--- src/rtl/dla_ddr_feeder.sv ---
// DDR lane feeder: buffers wide memory words and serializes them onto one DLA lane.
// Optional DLA_FEEDER_CHECKSUM_EN adds o_checksum, the XOR of the burst's lane words.
module dla_ddr_feeder #(
  parameter int WIDE_W     = 64,
  parameter int DATA_W     = 16,
  parameter int FIFO_DEPTH = 4,
  parameter int LEN_W      = 16
) (
  input  logic              clk,
  input  logic              i_reset,
  input  logic              i_start,
  input  logic [LEN_W-1:0]  i_burst_len,
  input  logic [WIDE_W-1:0] i_mem_data,
  input  logic              i_mem_valid,
  output logic              o_mem_ready,
  output logic [DATA_W-1:0] o_ddr,
  output logic              o_ddr_valid,
  input  logic              i_ddr_ready,
  output logic              o_busy,
  output logic              o_done
`ifdef DLA_FEEDER_CHECKSUM_EN
  ,
  output logic [DATA_W-1:0] o_checksum
`endif
);

  localparam int R     = WIDE_W / DATA_W;
  localparam int SUB_W = (R > 1) ? $clog2(R) : 1;
  localparam int PW    = (FIFO_DEPTH > 1) ? $clog2(FIFO_DEPTH) : 1;
  localparam int CW    = PW + 1;

  typedef enum logic [1:0] {
    S_IDLE,
    S_STREAM,
    S_DRAIN,
    S_DONE
  } state_t;

  state_t            state_q, state_d;
  logic [LEN_W-1:0]  len_q, len_d;
  logic [LEN_W-1:0]  wlen_q, wlen_d;
  logic [LEN_W-1:0]  acc_q, acc_d;
  logic [LEN_W-1:0]  ld_q, ld_d;
  logic [LEN_W-1:0]  sent_q, sent_d;
  logic [SUB_W-1:0]  sub_q, sub_d;
  logic [PW-1:0]     wr_q, wr_d;
  logic [PW-1:0]     rd_q, rd_d;
  logic [CW-1:0]     cnt_q, cnt_d;
  logic [DATA_W-1:0] dout_q, dout_d;
  logic              vld_q, vld_d;
`ifdef DLA_FEEDER_CHECKSUM_EN
  logic [DATA_W-1:0] cks_q, cks_d;
`endif

  logic [WIDE_W-1:0] fifo_mem [FIFO_DEPTH];

  logic              active;
  logic              fifo_full;
  logic              fifo_empty;
  logic              mem_fire;
  logic              ddr_fire;
  logic              load;
  logic              pop;
  logic [DATA_W-1:0] sub_word;
  logic [LEN_W:0]    wsum;

  assign active      = (state_q == S_STREAM) || (state_q == S_DRAIN);
  assign fifo_full   = (cnt_q == CW'(FIFO_DEPTH));
  assign fifo_empty  = (cnt_q == '0);
  assign o_mem_ready = (state_q == S_STREAM) && !fifo_full
                       && (acc_q < wlen_q);
  assign mem_fire    = o_mem_ready && i_mem_valid;
  assign ddr_fire    = vld_q && i_ddr_ready;
  assign load        = active && !fifo_empty && (ld_q < len_q)
                       && (!vld_q || i_ddr_ready);
  // The head entry retires on its top sub-word or on the burst's last word,
  // so unused upper sub-words of a partial final word are dropped.
  assign pop         = load && ((sub_q == SUB_W'(R - 1))
                       || ((ld_q + LEN_W'(1)) == len_q));
  assign sub_word    = fifo_mem[rd_q][sub_q*DATA_W +: DATA_W];

  assign o_ddr       = dout_q;
  assign o_ddr_valid = vld_q;
  assign o_done      = (state_q == S_DONE);
  assign o_busy      = ((state_q == S_IDLE) && i_start) || active;
`ifdef DLA_FEEDER_CHECKSUM_EN
  assign o_checksum  = cks_q;
`endif

  always_comb begin
    state_d = state_q;
    len_d   = len_q;
    wlen_d  = wlen_q;
    acc_d   = acc_q;
    ld_d    = ld_q;
    sent_d  = sent_q;
    sub_d   = sub_q;
    wr_d    = wr_q;
    rd_d    = rd_q;
    cnt_d   = cnt_q;
    dout_d  = dout_q;
    vld_d   = vld_q;
`ifdef DLA_FEEDER_CHECKSUM_EN
    cks_d   = cks_q;
`endif
    wsum    = {1'b0, i_burst_len} + (LEN_W+1)'(R - 1);

    if (mem_fire) begin
      wr_d  = wr_q + PW'(1);
      acc_d = acc_q + LEN_W'(1);
    end
    if (pop) begin
      rd_d  = rd_q + PW'(1);
      sub_d = '0;
    end else if (load) begin
      sub_d = sub_q + SUB_W'(1);
    end
    case ({mem_fire, pop})
      2'b10:   cnt_d = cnt_q + CW'(1);
      2'b01:   cnt_d = cnt_q - CW'(1);
      default: cnt_d = cnt_q;
    endcase
    if (load) begin
      dout_d = sub_word;
      vld_d  = 1'b1;
      ld_d   = ld_q + LEN_W'(1);
    end else if (ddr_fire) begin
      vld_d  = 1'b0;
    end
    if (ddr_fire) begin
      sent_d = sent_q + LEN_W'(1);
`ifdef DLA_FEEDER_CHECKSUM_EN
      cks_d  = cks_q ^ dout_q;
`endif
    end

    case (state_q)
      S_IDLE: begin
        if (i_start) begin
          len_d  = i_burst_len;
          wlen_d = LEN_W'(wsum / (LEN_W+1)'(R));
          acc_d  = '0;
          ld_d   = '0;
          sent_d = '0;
          sub_d  = '0;
          wr_d   = '0;
          rd_d   = '0;
          cnt_d  = '0;
          vld_d  = 1'b0;
`ifdef DLA_FEEDER_CHECKSUM_EN
          cks_d  = '0;
`endif
          state_d = (i_burst_len == '0) ? S_DONE : S_STREAM;
        end
      end
      S_STREAM: begin
        if (mem_fire && ((acc_q + LEN_W'(1)) == wlen_q)) begin
          state_d = S_DRAIN;
        end
      end
      S_DRAIN: begin
        if (ddr_fire && ((sent_q + LEN_W'(1)) == len_q)) begin
          state_d = S_DONE;
        end
      end
      S_DONE: begin
        state_d = S_IDLE;
      end
      default: begin
        state_d = S_IDLE;
      end
    endcase
  end

  always_ff @(posedge clk or posedge i_reset) begin
    if (i_reset) begin
      state_q <= S_IDLE;
      len_q   <= '0;
      wlen_q  <= '0;
      acc_q   <= '0;
      ld_q    <= '0;
      sent_q  <= '0;
      sub_q   <= '0;
      wr_q    <= '0;
      rd_q    <= '0;
      cnt_q   <= '0;
      dout_q  <= '0;
      vld_q   <= 1'b0;
`ifdef DLA_FEEDER_CHECKSUM_EN
      cks_q   <= '0;
`endif
    end else begin
      state_q <= state_d;
      len_q   <= len_d;
      wlen_q  <= wlen_d;
      acc_q   <= acc_d;
      ld_q    <= ld_d;
      sent_q  <= sent_d;
      sub_q   <= sub_d;
      wr_q    <= wr_d;
      rd_q    <= rd_d;
      cnt_q   <= cnt_d;
      dout_q  <= dout_d;
      vld_q   <= vld_d;
`ifdef DLA_FEEDER_CHECKSUM_EN
      cks_q   <= cks_d;
`endif
    end
  end

  always_ff @(posedge clk) begin
    if (mem_fire) begin
      fifo_mem[wr_q] <= i_mem_data;
    end
  end

endmodule

--- config.mk ---
export PLATFORM = sky130hd
export DESIGN_NAME = dla_ddr_feeder
export DESIGN_NICKNAME = d
export VERILOG_FILES = /design/src/rtl/dla_ddr_feeder.sv
export SDC_FILE = /design/constraint.sdc
export NUM_CORES = 1
export LEC_CHECK = 0
export BUFFER_PORTS_ARGS = -buffer_cell sky130_fd_sc_hd__buf_2
export CAP_MARGIN = 20
export CORE_ASPECT_RATIO = 0.5
export CORE_UTILIZATION = 55
export DETAILED_ROUTE_END_ITERATION = 12
export PLACE_DENSITY = 0.76
export SLEW_MARGIN = 10
export SYNTH_ARGS = -nofsm -noshare
export SYNTH_HDL_FRONTEND = slang
export SYNTH_SLANG_ARGS = --single-unit
--- constraint.sdc ---
create_clock -name clk -period 3.2 [get_ports clk]
set_clock_uncertainty 0.15 [all_clocks]
set_input_delay 0.16 -clock clk [delete_from_list [all_inputs] [get_ports clk]]
set_output_delay 0.16 -clock clk [all_outputs]
set_load 0.005 [all_outputs]
Word level (Yosys, flattened, before mapping)
Memory sizes are Yosys's and may differ from the RTL's.
Cells that the tools add are included.
- reductions and logical operators: 23
- $add $sub $neg: 9
- muxes and demuxes: 33
- equal/unequal tests: 13
- shifts and indexed selects: 1
- order comparisons: 2
- operator list (kind ; number):
    16-bit 2-to-1 mux ; 9
    64-bit by 7-bit indexed part select with 16-bit output ; 1
    16-bit by 1-bit adder with 16-bit output, second input constant ; 3
    16-bit == test ; 2
    2-bit 2-to-1 mux ; 14
    16-bit by 2-bit adder with 17-bit output, second input constant ; 1
    16-bit by 15-bit == test with 1-bit output ; 1
    16-bit zero test ; 1
    16-bit by 15-bit < comparator with 1-bit output ; 1
    16-bit < comparator ; 1
    1-bit logical AND ; 11
    2-bit == test, second input constant ; 4
    2-bit one-hot mux with 4 select lines ; 1
    2-bit by 1-bit adder with 2-bit output, second input constant ; 3
    1-bit 2-to-1 mux ; 6
    3-bit 2-to-1 mux ; 2
    3-bit one-hot mux with 2 select lines ; 1
    2-bit by 1-bit == test with 1-bit output, second input constant ; 2
    1-bit logical OR ; 4
    2-bit by 1-bit inequality test with 1-bit output, second input constant ; 2
    3-bit by 1-bit adder with 3-bit output, second input constant ; 1
    3-bit == test, second input constant ; 1
    1-bit zero test ; 3
    3-bit zero test ; 1
    other kinds (5) ; 5
- register bits after elaboration: 107
- RAM bits: 256
- output and inout bits: 20
- memories kept: 1
- logic and storage cells: 94
- memories (memory ; depth ; width ; read ports ; clocked after memory_dff ; write ports ; line ; text):
    fifo_mem ; 4 ; 64 ; 1 ; 0 ; 1 ; 55 ; logic [WIDE_W-1:0] fifo_mem [FIFO_DEPTH];

Depth between registers and ports, before layout
Gate-level depths: netlist of the first run.
- depth after elaboration: 10
- mapped depth: 16
- depth with buffers taken out: 15

Worst setup path after synthesis of the first run
OpenSTA, ideal clock, no wires.
- path kind: register to register
- start point: register ld_q[2]
- end point: register cnt_q[2]
- path buffers: 1
- cell stages (with the launch flop): 15
- setup time: 78 ps
- arrival time: 3221 ps
- path slack: -249 ps
- cells stage by stage: dfrtp_1 -> clkbuf_1 -> and4_1 -> nand3_1 -> nor3_1 -> xnor2_1 -> o2111ai_1 -> o31ai_2 -> and2_1 -> ha_1 -> inv_1 -> fa_1 -> xor2_1 -> or3_1 -> a21oi_1
- cells in the longest elaborated chain, start to end: 8
- RTL lines (element ; line ; text):
    start, declared ; 43 ; logic [LEN_W-1:0] ld_q, ld_d;
    start signal, assigned ; 197 ; ld_q <= ld_d;
    16-bit by 1-bit adder with 16-bit output / 16-bit < comparator (equally long branches) ; 79, 74 ;
    16-bit == test / 1-bit logical AND (equally long branches) ; 79, 74 ;
    1-bit logical OR / 1-bit logical AND (equally long branches) ; 79, 75 ;
    1-bit logical AND * ; 78 ; assign pop = load && ((sub_q == SUB_W'(R - 1))
    2-bit by 1-bit == test with 1-bit output / 2-bit == test (equally long branches) ; 118 ; case ({mem_fire, pop})
    3-bit one-hot mux with 2 select lines * ; 118 ;
    3-bit 2-to-1 mux ; 139 ; if (i_start) begin
    3-bit 2-to-1 mux * ; 137 ; case (state_q)
    net cnt_d[2] ; 48 ; logic [CW-1:0] cnt_q, cnt_d;
    end signal, assigned ; 202 ; cnt_q <= cnt_d;
    end, declared ; 48 ;
Mark *: on every way through the listed nets, which the timed path passes. The rest lies on a longest branch.
A chain may end at the register's enable or synchronous reset.

Worst setup path in the final report of the first run
- start point: register ld_q[0]
- end point: register cnt_q[2]
Same word-level chain as after synthesis.

==> reports/qor.log, run 1 <==
INFO  status         outcome=finished with violations
INFO  status         violations=negative setup slack
INFO  layout         num_antenna_cells=0
INFO  grt            grtUsageTotal=0.2594
INFO  layout         filler_cell_count=1,956
INFO  setup_path     endpoint_kind=flop
INFO  clocking       clk_transition_reported_paths=0.07ns
INFO  routing        drt_first_pass_iters=5
INFO  logic_synthesis avgSynthCellArea=14.40um^2
INFO  pwr            p_int=9.042mW
INFO  routing        wl_per_cell=21.22um
INFO  pwr            static-leakage-power=7.604nW
INFO  pwr            power_switching_share=0.2805
INFO  timing         drv_slew=0
INFO  pwr            power_switching=3.526mW
INFO  layout         final_cell_count_no_fill=1,839
INFO  floorplanning  design.core.area=29,450um^2
INFO  timing         final-hold-violation-count=0
INFO  setup_path     cp_slowest_stage_delay=0.42ns
INFO  logic_synthesis ys_warn_count=0
INFO  place          placed_cells_incl_taps=1,692
INFO  grt            antenna_found_initial=0
INFO  routing        drtIter0Drc=1,010
INFO  grt            largest_net_degree_at_the_start_of_global_routing=81
INFO  routing        drt-vias-per-instance=5.872
INFO  setup_path     dominant_delay_contributor_by_cell_family_on_the_critical_path=compound AO/OA/AOI/OAI gates
INFO  timing         finalWorstSetupSlack=-0.1423ns
INFO  setup_path     timing.critical_path.fanout_max=3
INFO  clocking       cts.root.buffer_cell=sky130_fd_sc_hd__clkbuf_16
INFO  timing         report.final.setup_viol=2
INFO  timing         worst_slew_margin_rel=0.4179
INFO  pwr            cell_area_power_density=618.8nW/um^2
INFO  setup_path     timing.critical_path.from=ld_q[0]
INFO  pwr            share_clk_of_total_power=0.291
INFO  layout         top_library_cells_by_usage_in_the_layout_fill_and_taps_aside=256 x sky130_fd_sc_hd__edfxtp_1, 105 x sky130_fd_sc_hd__dfrtp_1, 104 x sky130_fd_sc_hd__buf_2
INFO  place          portBuffers=104
INFO  clocking       clock_sinks=363
INFO  clocking       cts_htree_levels=1
INFO  timing         final.min_clock_period=3.342ns
INFO  routing        route.antenna.remaining_nets=0
INFO  layout         mostFrequentLayoutCell=sky130_fd_sc_hd__edfxtp_1
INFO  setup_path     path_class=flop to flop
INFO  clocking       worstSkewPairLatency=0.59ns
INFO  setup_path     worstPathBufferInverterCount=3
INFO  pwr            sequentialPowerShare=0.441
INFO  timing         max_freq=299.2MHz
INFO  floorplanning  floorplan.die.width=248.5um
INFO  logic_synthesis synth_top_flop_cell=sky130_fd_sc_hd__edfxtp_1
INFO  clocking       clockBufferDepth=3
INFO  setup_path     worstPathRequired=3.58ns
INFO  min_path       min_path_type=input port to async pin
INFO  place          hpwlAfterDp=24,730um
INFO  place          gpl.final_weighted_congestion=0.9266
INFO  clocking       cts_buffers=31
INFO  grt            first_global_vias=11.32k
INFO  layout         syn_to_final_growth=21.55%
INFO  pwr            largest_vdd_supply_drop=0.5094mV
INFO  floorplanning  initial_utilization=0.5673
INFO  clocking       cts_tree=built
INFO  routing        routed_wirelength=39,020um
INFO  floorplanning  placementRows=44
INFO  run            drv.max_cap_violation_count=0
INFO  logic_synthesis synth_edf_count=256
INFO  floorplanning  top_level_pins=105
INFO  timing         grt_setup_unrepaired=yes
INFO  setup_path     cpMaxStageDelayCell=sky130_fd_sc_hd__dfrtp_1
INFO  layout         finalNetCount=1,555
INFO  setup_path     cp_cell_instances=buf_4, inv_1, ha_1, a211oi_1, o311ai_0, a21oi_1, nand4_1, o31ai_4, and2_4, ha_4, inv_2, fa_2, xor2_1, or3_1, a21oi_2
INFO  logic_synthesis synthesized_net_count=1,291
INFO  setup_path     rr_startpoint=ld_q[0]
INFO  routing        post-route-drc-count=0
INFO  routing        dr_total_vias=10.80k
INFO  setup_path     worst_ep_arrival_time=3.72ns
INFO  floorplanning  dieArea=31,120um^2
INFO  setup_path     startpoint_type=flop
INFO  floorplanning  dieHeight=125.3um
INFO  logic_synthesis ys_seq_area_frac=0.6203
INFO  logic_synthesis async_set_reset_flop_share_out_of_synthesis=0.2948
INFO  layout         drive_above_1_share=0.2617
INFO  grt            grt_pass1_wl=62,520um
INFO  logic_synthesis synth-seq-cells=363
INFO  pwr            p_comb_frac=0.268
INFO  pwr            total_power=12.57mW
INFO  logic_synthesis synth_cells=1,160
INFO  logic_synthesis synthDistinctLibCells=67
INFO  grt            grt-ovfl-total=0
INFO  timing         tightestPinTransition=0.8711ns
INFO  timing         final.period_utilization=1.044
INFO  logic_synthesis synth.cell_area=16,710um^2
## per-layer routing
layer  part of all wire  global-route usage
met1               0.42              0.3588
met2               0.49              0.4301
met3              0.067             0.04789
met4              0.020             0.06650
met5                  0                   0
## path summary, 6_finish.rpt
kind,to,slack [ns],cells past startpoint
max in group asynchronous,sent_q[7],2.09,4
setup / recovery,cnt_q[2],-0.14,15
setup reg to reg,cnt_q[2],-0.14,15
hold reg to reg,o_ddr[0],0.32,2
hold / removal,o_ddr[3],0.01,3
min in group clk,fifo_mem[3][40],0.18,2
## metrics by stage
| step | setup WS, ns | setup TNS (ns) | cell area [um^2] | utilization | hold WS [ns] |
|---|---|---|---|---|---|
| 6_report | -0.1423 | -0.1538 | 20310 | 0.6896 | 0.01325 |
| 3_5_place_dp | -0.1879 | -0.2480 | 18370 | 0.6237 | 0.1068 |
| 3_3_place_gp | -0.1025 | -0.1025 | 18370 | 0.6237 | 0.09951 |
| 4_1_cts | -0.05986 | -0.05986 | 20230 | 0.6870 | 0.03042 |
| 5_1_grt | -0.3191 | -0.6661 | 20310 | 0.6896 | 0.06926 |
| 2_1_floorplan | -0.05451 | -0.05451 | 16760 | - | 0.1089 |
## state kept, by name, indices dropped and copies added, names as in the netlist, 2 cells and up
name	count
acc_q	16
len_q	16
rd_q	2
wr_q	2
wlen_q	15
ld_q	16
sent_q	16
fifo_mem	256
state_q	2
cnt_q	3
o_ddr	16
sub_q	2
## cell type report
type | instances | area [um^2] | area share
Tap cell | 391 | 489.2 | 0.02409
Timing Repair Buffer | 282 | 2230 | 0.1098
Sequential cell | 363 | 10370 | 0.5106
Clock buffer | 47 | 895.9 | 0.04411
Clock inverter | 10 | 71.32 | 0.003511
Inverter | 58 | 220.2 | 0.01084
Multi-Input combinational cell | 688 | 6035 | 0.2971
## cell families (layout without fill, tap and decap cells)
family / Yosys count / after routing / share of synthesized area
buffers and inverters: 109 / 397 / 0.02531
xor gates and xnor gates: 105 / 105 / 0.05504
muxes: 99 / 99 / 0.1203
DFF: 363 / 363 / 0.6203
adders and majority gates: 46 / 46 / 0.03489
and+or+nand+nor: 293 / 293 / 0.08911
AOI/OAI and AO/OA: 145 / 145 / 0.05504
## synthesized netlist by cell type, types with 2 or more instances
cell type / instances / area (um^2)
sky130_fd_sc_hd__a211oi_1: 2 / 15.01
sky130_fd_sc_hd__dfrtp_1: 107 / 2678
sky130_fd_sc_hd__and4b_1: 2 / 20.02
sky130_fd_sc_hd__clkbuf_1: 37 / 138.9
sky130_fd_sc_hd__or2_2: 2 / 12.51
sky130_fd_sc_hd__mux2i_1: 4 / 40.04
sky130_fd_sc_hd__buf_1: 8 / 30.03
sky130_fd_sc_hd__and4_1: 9 / 78.83
sky130_fd_sc_hd__o211ai_1: 2 / 15.01
sky130_fd_sc_hd__nor2_1: 62 / 232.7
sky130_fd_sc_hd__a21oi_1: 36 / 180.2
sky130_fd_sc_hd__o2111ai_1: 3 / 26.28
sky130_fd_sc_hd__a21o_1: 6 / 45.04
sky130_fd_sc_hd__buf_2: 5 / 25.02
sky130_fd_sc_hd__o221ai_2: 2 / 30.03
sky130_fd_sc_hd__nand3_1: 28 / 140.1
sky130_fd_sc_hd__ha_1: 45 / 563.0
sky130_fd_sc_hd__a31oi_1: 5 / 31.28
sky130_fd_sc_hd__nor3_1: 19 / 95.09
sky130_fd_sc_hd__nor3b_1: 4 / 30.03
sky130_fd_sc_hd__o21ai_0: 56 / 280.3
sky130_fd_sc_hd__xnor2_1: 56 / 490.5
sky130_fd_sc_hd__mux4_2: 80 / 1802
sky130_fd_sc_hd__o21a_1: 7 / 52.55
sky130_fd_sc_hd__and2_2: 4 / 30.03
sky130_fd_sc_hd__a211o_1: 2 / 17.52
sky130_fd_sc_hd__inv_1: 57 / 214.0
sky130_fd_sc_hd__nand2b_1: 3 / 18.77
sky130_fd_sc_hd__a2111oi_0: 3 / 26.28
sky130_fd_sc_hd__xor2_1: 49 / 429.2
sky130_fd_sc_hd__edfxtp_1: 256 / 7687
sky130_fd_sc_hd__o31ai_1: 2 / 15.01
sky130_fd_sc_hd__o311ai_0: 4 / 35.03
sky130_fd_sc_hd__nand2_1: 80 / 300.3
sky130_fd_sc_hd__nor2b_1: 6 / 37.54
sky130_fd_sc_hd__and2_1: 7 / 43.79
sky130_fd_sc_hd__or3_1: 16 / 100.1
sky130_fd_sc_hd__nor4_1: 12 / 75.07
sky130_fd_sc_hd__nand4_1: 22 / 137.6
sky130_fd_sc_hd__and3_1: 9 / 56.30
sky130_fd_sc_hd__mux2_2: 15 / 168.9
## worst register-to-register path: cells and delay by family (launching register included)
kind | cells | cell delay [ns]
compound gates | 5 | 0.95
fa+ha+maj | 3 | 0.68
simple gates | 3 | 0.68
flops | 1 | 0.42
buf+inv | 3 | 0.25
xor+xnor | 1 | 0.15
## power by group through the flow
stage,logic [mW],registers [mW],clock network [mW]
floorplan,2.31,5.51,0
global placement,3.11,5.61,0
detailed placement,3.19,5.62,0
CTS,3.33,5.53,3.70
global route,3.64,5.57,3.90
finish,3.37,5.54,3.66
## timing repair
item                                    in CTS  in global routing
pin swaps                                    6                  7
hold buffers                                84                  0
setup buffers                                1                  5
resized for setup                           10                  7
hold endpoints to repair                   383                  0
endpoints found under the setup margin       2                  5
(Power assumes the default switching activity.)
==> run 2, diff against run 1 <==
CORE_UTILIZATION = 30   (was 55)
HOLD_SLACK_MARGIN = 0.05   (was not set)
PLACE_DENSITY = not set   (was 0.76)
==> run 2 against run 1 <==
The flow now finishes without violations. Non-clock buffer count grew 20. Power grew 6.7%. Largest cell class unchanged. Critical endpoint unchanged. Sequential share of layout area shrank 2.3 points.
==> reports/qor.log, run 2 (same netlist as run 1, synthesis figures left out) <==
INFO  status         outcome=completed
INFO  setup_path     worst-r2r-cell-count=14
INFO  floorplanning  initial_utilization=0.3074
INFO  routing        met1_length=17,170um
INFO  clocking       clockBufferDepth=3
INFO  setup_path     startpoint_type=flop
INFO  floorplanning  dieHeight=168.9um
INFO  grt            first_global_vias=11.01k
INFO  layout         largest_reg_flops=256
INFO  floorplanning  top_level_pins=105
INFO  timing         final.min_clock_period=3.189ns
INFO  pwr            static-leakage-power=7.853nW
INFO  pwr            largest_vdd_supply_drop=0.3443mV
INFO  grt            grtUsageTotal=0.1413
INFO  timing         grt_setup_unrepaired=yes
INFO  setup_path     timing.critical_path.fanout_max=4
INFO  routing        drt_first_pass_iters=4
INFO  layout         syn_to_final_growth=27.24%
INFO  timing         worst_slew_margin_rel=0.4236
INFO  clocking       clock_sinks=363
INFO  setup_path     worst_ep_arrival_time=3.52ns
INFO  setup_path     rr_startpoint=ld_q[1]
INFO  setup_path     r2r_slack=0.01ns
INFO  grt            antenna_found_initial=0
INFO  clocking       cts.root.buffer_cell=sky130_fd_sc_hd__clkbuf_16
INFO  clocking       cts_htree_levels=2
INFO  timing         hold_slack=0.1245ns
INFO  layout         fin_area=21,260um^2
INFO  setup_path     crit-reg2reg-capture=cnt_q[2]
INFO  timing         tightestPinTransition=0.8626ns
INFO  routing        post-route-drc-count=0
INFO  routing        met2WireLength=19,780um
INFO  place          gpl.final_weighted_congestion=0.8618
INFO  setup_path     worstPathRequired=3.53ns
INFO  routing        drt-vias-per-instance=4.737
INFO  routing        top_signal_layer_used=met4
INFO  pwr            total_power=13.41mW
INFO  routing        dr_total_vias=10.54k
INFO  run            drv.max_cap_violation_count=0
INFO  routing        routed-wl-met3=1380um
INFO  place          portBuffers=104
INFO  clocking       cts_tree=built
INFO  layout         drive_above_1_share=0.2809
INFO  floorplanning  placementRows=60
INFO  timing         report.final.setup_viol=0
INFO  clocking       worstSkewPairLatency=0.56ns
INFO  timing         drv_slew=0
INFO  timing         finalSetupTns=0ns
INFO  place          hpwlAfterDp=25,910um
INFO  grt            largest_net_degree_at_the_start_of_global_routing=51
INFO  timing         final.period_utilization=0.9965
INFO  timing         final-hold-violation-count=0
INFO  layout         finish.utilization=0.3912
INFO  layout         mostFrequentLayoutCell=sky130_fd_sc_hd__edfxtp_1
INFO  layout         finalNetCount=1,582
INFO  layout         num_antenna_cells=0
INFO  clocking       cts_buffers=38
INFO  floorplanning  design.core.area=54,350um^2
INFO  routing        wl_per_cell=17.68um
INFO  layout         most_flops_register=fifo_mem
INFO  layout         top_library_cells_by_usage_in_the_layout_fill_and_taps_aside=256 x sky130_fd_sc_hd__edfxtp_1, 105 x sky130_fd_sc_hd__dfrtp_1, 104 x sky130_fd_sc_hd__buf_2
INFO  grt            grt_pass1_wl=62,480um
INFO  floorplanning  floorplan.die.width=335.8um
INFO  routing        routed_wirelength=39,350um
INFO  setup_path     endpoint_kind=flop
INFO  setup_path     path_class=flop to flop
INFO  floorplanning  dieArea=56,700um^2
INFO  routing        drtIter0Drc=698
INFO  min_path       min_path_type=input port to async pin
INFO  grt            grt-ovfl-total=0
INFO  timing         max_freq=313.6MHz
INFO  place          postPlaceCellArea=19,010um^2
INFO  routing        route.antenna.remaining_nets=0
INFO  pwr            cell_area_power_density=630.5nW/um^2
INFO  clocking       clk_transition_reported_paths=0.06ns
-- run 2: what timing repair did --
| item | 4_1_cts | 5_1_grt |
|---|---|---|
| hold buffers | 83 | 0 |
| hold endpoints to repair | 339 | 0 |
| resized for setup | 25 | 6 |
| buffers inserted | 2 | 1 |
| endpoints found under the setup margin | 2 | 4 |
| pin swaps | 18 | 2 |
-- run 2: metrics by stage --
step / cells / setup slack [ns]
2_1_floorplan: 1160 / -0.05451
3_5_place_dp: 2069 / -0.1821
5_1_grt: 2225 / -0.1649
3_3_place_gp: 2069 / -0.2034
4_1_cts: 2224 / -0.008611
6_report: 2225 / 0.01136
-- run 2: layout make-up --
| cell class | count | area [um^2] |
|---|---|---|
| clock inverters | 21 | 252.7 |
| well taps | 744 | 930.9 |
| flip-flops and latches | 363 | 10370 |
| inverters | 58 | 220.2 |
| multi-input cells | 688 | 6072 |
| clock buffers | 49 | 1022 |
| repair buffers | 302 | 2394 |
| fillers | 5099 | 33090 |
-- run 2: where the power goes --
part,switching [mW],total (mW),internal (mW)
logic,1.59,3.43,1.84
registers,0.195,5.48,5.28
clock network,1.88,4.50,2.62
-- run 2: how the worst max path moves through the flow --
stage          cells past startpoint     from       end
5_1_grt                           14  ld_q[0]  cnt_q[2]
3_3_place_gp                      14  ld_q[1]  cnt_q[2]
6_report                          14  ld_q[1]  cnt_q[2]
2_1_floorplan                     14  ld_q[8]  cnt_q[2]
3_5_place_dp                      14  ld_q[1]  cnt_q[2]
4_1_cts                           15  ld_q[1]  cnt_q[2]
-- run 2: critical path: stages, from the launching register on --
cell and delay (ns):
sky130_fd_sc_hd__dfrtp_1 0.39, sky130_fd_sc_hd__ha_2 0.21, sky130_fd_sc_hd__nand4_1 0.14, sky130_fd_sc_hd__buf_4 0.19, sky130_fd_sc_hd__nor3_4 0.20, sky130_fd_sc_hd__xnor2_2 0.13
sky130_fd_sc_hd__o2111ai_2 0.14, sky130_fd_sc_hd__o31ai_4 0.27, sky130_fd_sc_hd__and2_4 0.18, sky130_fd_sc_hd__ha_4 0.12, sky130_fd_sc_hd__inv_2 0.03, sky130_fd_sc_hd__fa_2 0.34
sky130_fd_sc_hd__xor2_1 0.15, sky130_fd_sc_hd__or3_1 0.33, sky130_fd_sc_hd__a21oi_2 0.13
-- run 2: layer usage --
| metal | track usage | up-vias |
|---|---|---|
| met4 | 0.04586 | 0 |
| met3 | 0.02119 | 66 |
| met1 | 0.1828 | 5307 |
| met5 | 0 | - |
| li1 | - | 4987 |
| met2 | 0.2436 | 180 |
==> run 3, diff against run 2 <==
CORE_MARGIN = 2   (was not set)
REMOVE_ABC_BUFFERS = 1   (was not set)
SLEW_MARGIN = 20   (was 10)
==> run 3 against run 2 <==
Core utilization fell by 0.60 points. Highest routed layer unchanged. Sequential share of layout area is essentially flat. Clock power increased by 2%. Largest power group unchanged.
==> reports/qor.log, run 3 (same netlist as run 1, synthesis figures left out) <==
INFO  setup_path     endpoint_kind=flop
INFO  setup_path     worst_ep_arrival_time=3.52ns
INFO  setup_path     cpMaxStageDelayCell=sky130_fd_sc_hd__dfrtp_1
INFO  timing         tightestPinTransition=0.7762ns
INFO  routing        drt_first_pass_iters=5
INFO  grt            first_global_vias=10.86k
INFO  min_path       min_path_type=input port to flop
INFO  pwr            power_switching_share=0.2670
INFO  layout         drive_above_1_share=0.2809
INFO  timing         final.period_utilization=0.9976
INFO  routing        dr_total_vias=10.42k
INFO  timing         finalWorstSetupSlack=0.007715ns
INFO  floorplanning  top_level_pins=105
INFO  pwr            cell_area_power_density=628.8nW/um^2
INFO  routing        drtIter0Drc=684
INFO  timing         max_freq=313.3MHz
INFO  min_path       worst_hold_path.num_cells=7
INFO  setup_path     worstPathRequired=3.53ns
INFO  grt            grt-ovfl-total=0
INFO  setup_path     cp_cell_instances=ha_4, nand4_1, nor3_2, and4_4, xnor2_2, nand4_1, o31ai_2, and2_4, ha_4, inv_2, fa_2, xor2_1, or3_1, a21oi_1
INFO  grt            grt_pass1_wl=61,020um
INFO  layout         mostFrequentLayoutCell=sky130_fd_sc_hd__edfxtp_1
INFO  clocking       clock_sinks=363
INFO  pwr            sequentialPowerShare=0.414
INFO  place          hpwlAfterDp=25,670um
INFO  routing        wl_per_cell=17.21um
INFO  run            drv.max_cap_violation_count=0
INFO  layout         fin_area=21,290um^2
INFO  clocking       cts.root.buffer_cell=sky130_fd_sc_hd__clkbuf_16
INFO  timing         worst_slew_margin_rel=0.4826
INFO  timing         report.final.setup_viol=0
INFO  pwr            share_clk_of_total_power=0.342
INFO  setup_path     cp_slowest_stage_delay=0.42ns
INFO  clocking       clockBufferDepth=3
INFO  layout         num_antenna_cells=0
INFO  pwr            largest_vdd_supply_drop=0.3215mV
INFO  floorplanning  dieHeight=170.9um
INFO  setup_path     path_class=flop to flop
INFO  place          portBuffers=104
INFO  floorplanning  placementRows=61
INFO  timing         grt_setup_unrepaired=yes
INFO  routing        routed_wirelength=38,490um
INFO  pwr            power_switching=3.574mW
INFO  floorplanning  design.core.area=55,260um^2
INFO  clocking       cts_tree=built
INFO  setup_path     timing.critical_path.fanout_max=5
INFO  routing        route.antenna.remaining_nets=0
INFO  layout         largest_reg_flops=256
INFO  grt            largest_net_degree_at_the_start_of_global_routing=58
INFO  clocking       cts_htree_levels=2
INFO  setup_path     startpoint_type=flop
INFO  grt            grtUsageTotal=0.1354
INFO  timing         final-hold-violation-count=0
INFO  grt            antenna_found_initial=0
INFO  timing         drv_slew=0
INFO  layout         top_library_cells_by_usage_in_the_layout_fill_and_taps_aside=256 x sky130_fd_sc_hd__edfxtp_1, 104 x sky130_fd_sc_hd__buf_2, 103 x sky130_fd_sc_hd__dfrtp_1
INFO  place          gpl.final_weighted_congestion=0.8418
INFO  floorplanning  initial_utilization=0.3024
INFO  layout         finalNetCount=1,582
INFO  clocking       worstSkewPairLatency=0.56ns
INFO  clocking       clk_transition_reported_paths=0.06ns
INFO  routing        post-route-drc-count=0
INFO  floorplanning  dieArea=57,720um^2
INFO  clocking       cts_buffers=38
INFO  pwr            static-leakage-power=7.861nW
INFO  layout         syn_to_final_growth=27.38%
INFO  pwr            p_comb_frac=0.244
INFO  setup_path     worst-r2r-cell-count=14
INFO  timing         final.min_clock_period=3.192ns
INFO  place          place_ws=-0.2327ns
INFO  status         outcome=completed
INFO  routing        drt-vias-per-instance=4.656
INFO  floorplanning  floorplan.die.width=337.8um
INFO  pwr            p_int=9.811mW
INFO  layout         most_flops_register=fifo_mem
INFO  place          postPlaceCellArea=19,010um^2
INFO  pwr            total_power=13.38mW
-- run 3: worst paths after layout --
kind / from / to / slack, ns
worst min register to register: o_ddr[0] / o_ddr[0] / 0.33
worst min-delay path: i_mem_valid / cnt_q[1] / 0.11
worst max-delay path: ld_q[0] / cnt_q[2] / 0.008
min in group asynchronous: i_reset / o_ddr[8] / 0.12
worst max register to register: ld_q[0] / cnt_q[2] / 0.008
max in group asynchronous: i_reset / sent_q[5] / 2.04
-- run 3: layout make-up --
cell class              count  area [um^2]
fillers                  5219        33970
repair buffers            302         2390
inverters                  58        220.2
multi-input cells         688         6050
clock buffers              53         1077
clock inverters            17        230.2
well taps                 756        945.9
flip-flops and latches    363        10370
-- run 3: what timing repair did --
item                                    in CTS  in global routing
buffers inserted                             1                  2
endpoints found under the hold margin      337                  0
hold buffers                                83                  0
endpoints found under the setup margin       2                  6
resized for setup                           16                 12
pin swaps                                   10                  7
-- run 3: power groups by stage --
stage / Combinational (mW) / Clock, mW / Sequential [mW]
final: 3.26 / 4.57 / 5.55
after global routing: 3.59 / 4.88 / 5.59
after CTS: 3.34 / 4.70 / 5.55
after detailed placement: 3.20 / 0 / 5.64
after global placement: 3.17 / 0 / 5.64
after floorplan: 1.92 / 0 / 5.91
-- run 3: worst max-delay path, delay by kind of cell, from the launching register on --
family	cells	cell delay (ns)
xor gates and xnor gates	2	0.26
adders and majority gates	3	0.63
AOI/OAI and AO/OA	2	0.36
buffers and inverters	1	0.03
DFF	1	0.42
and+or+nand+nor	6	1.26
-- run 3: routing by layer --
| layer | vias up | routed length, um | track usage |
|---|---|---|---|
| li1 | 4979 | - | - |
| met1 | 5187 | 16990 | 0.1745 |
| met2 | 179 | 19120 | 0.2336 |
| met3 | 71 | 1352 | 0.02085 |
| met4 | 0 | 1027 | 0.04560 |
| met5 | - | 0 | 0 |
-- run 3: per-stage QoR --
step | utilization | std cells | setup TNS, ns | hold WS [ns]
floorplan | - | 1109 | -18.30 | 0.1089
global placement | 0.3439 | 2081 | -0.2147 | 0.1784
detailed placement | 0.3439 | 2081 | -0.2327 | 0.1763
CTS | 0.3839 | 2235 | -0.006395 | 0.1013
global route | 0.3852 | 2237 | -0.2088 | 0.1456
finish | 0.3852 | 2237 | 0 | 0.1130
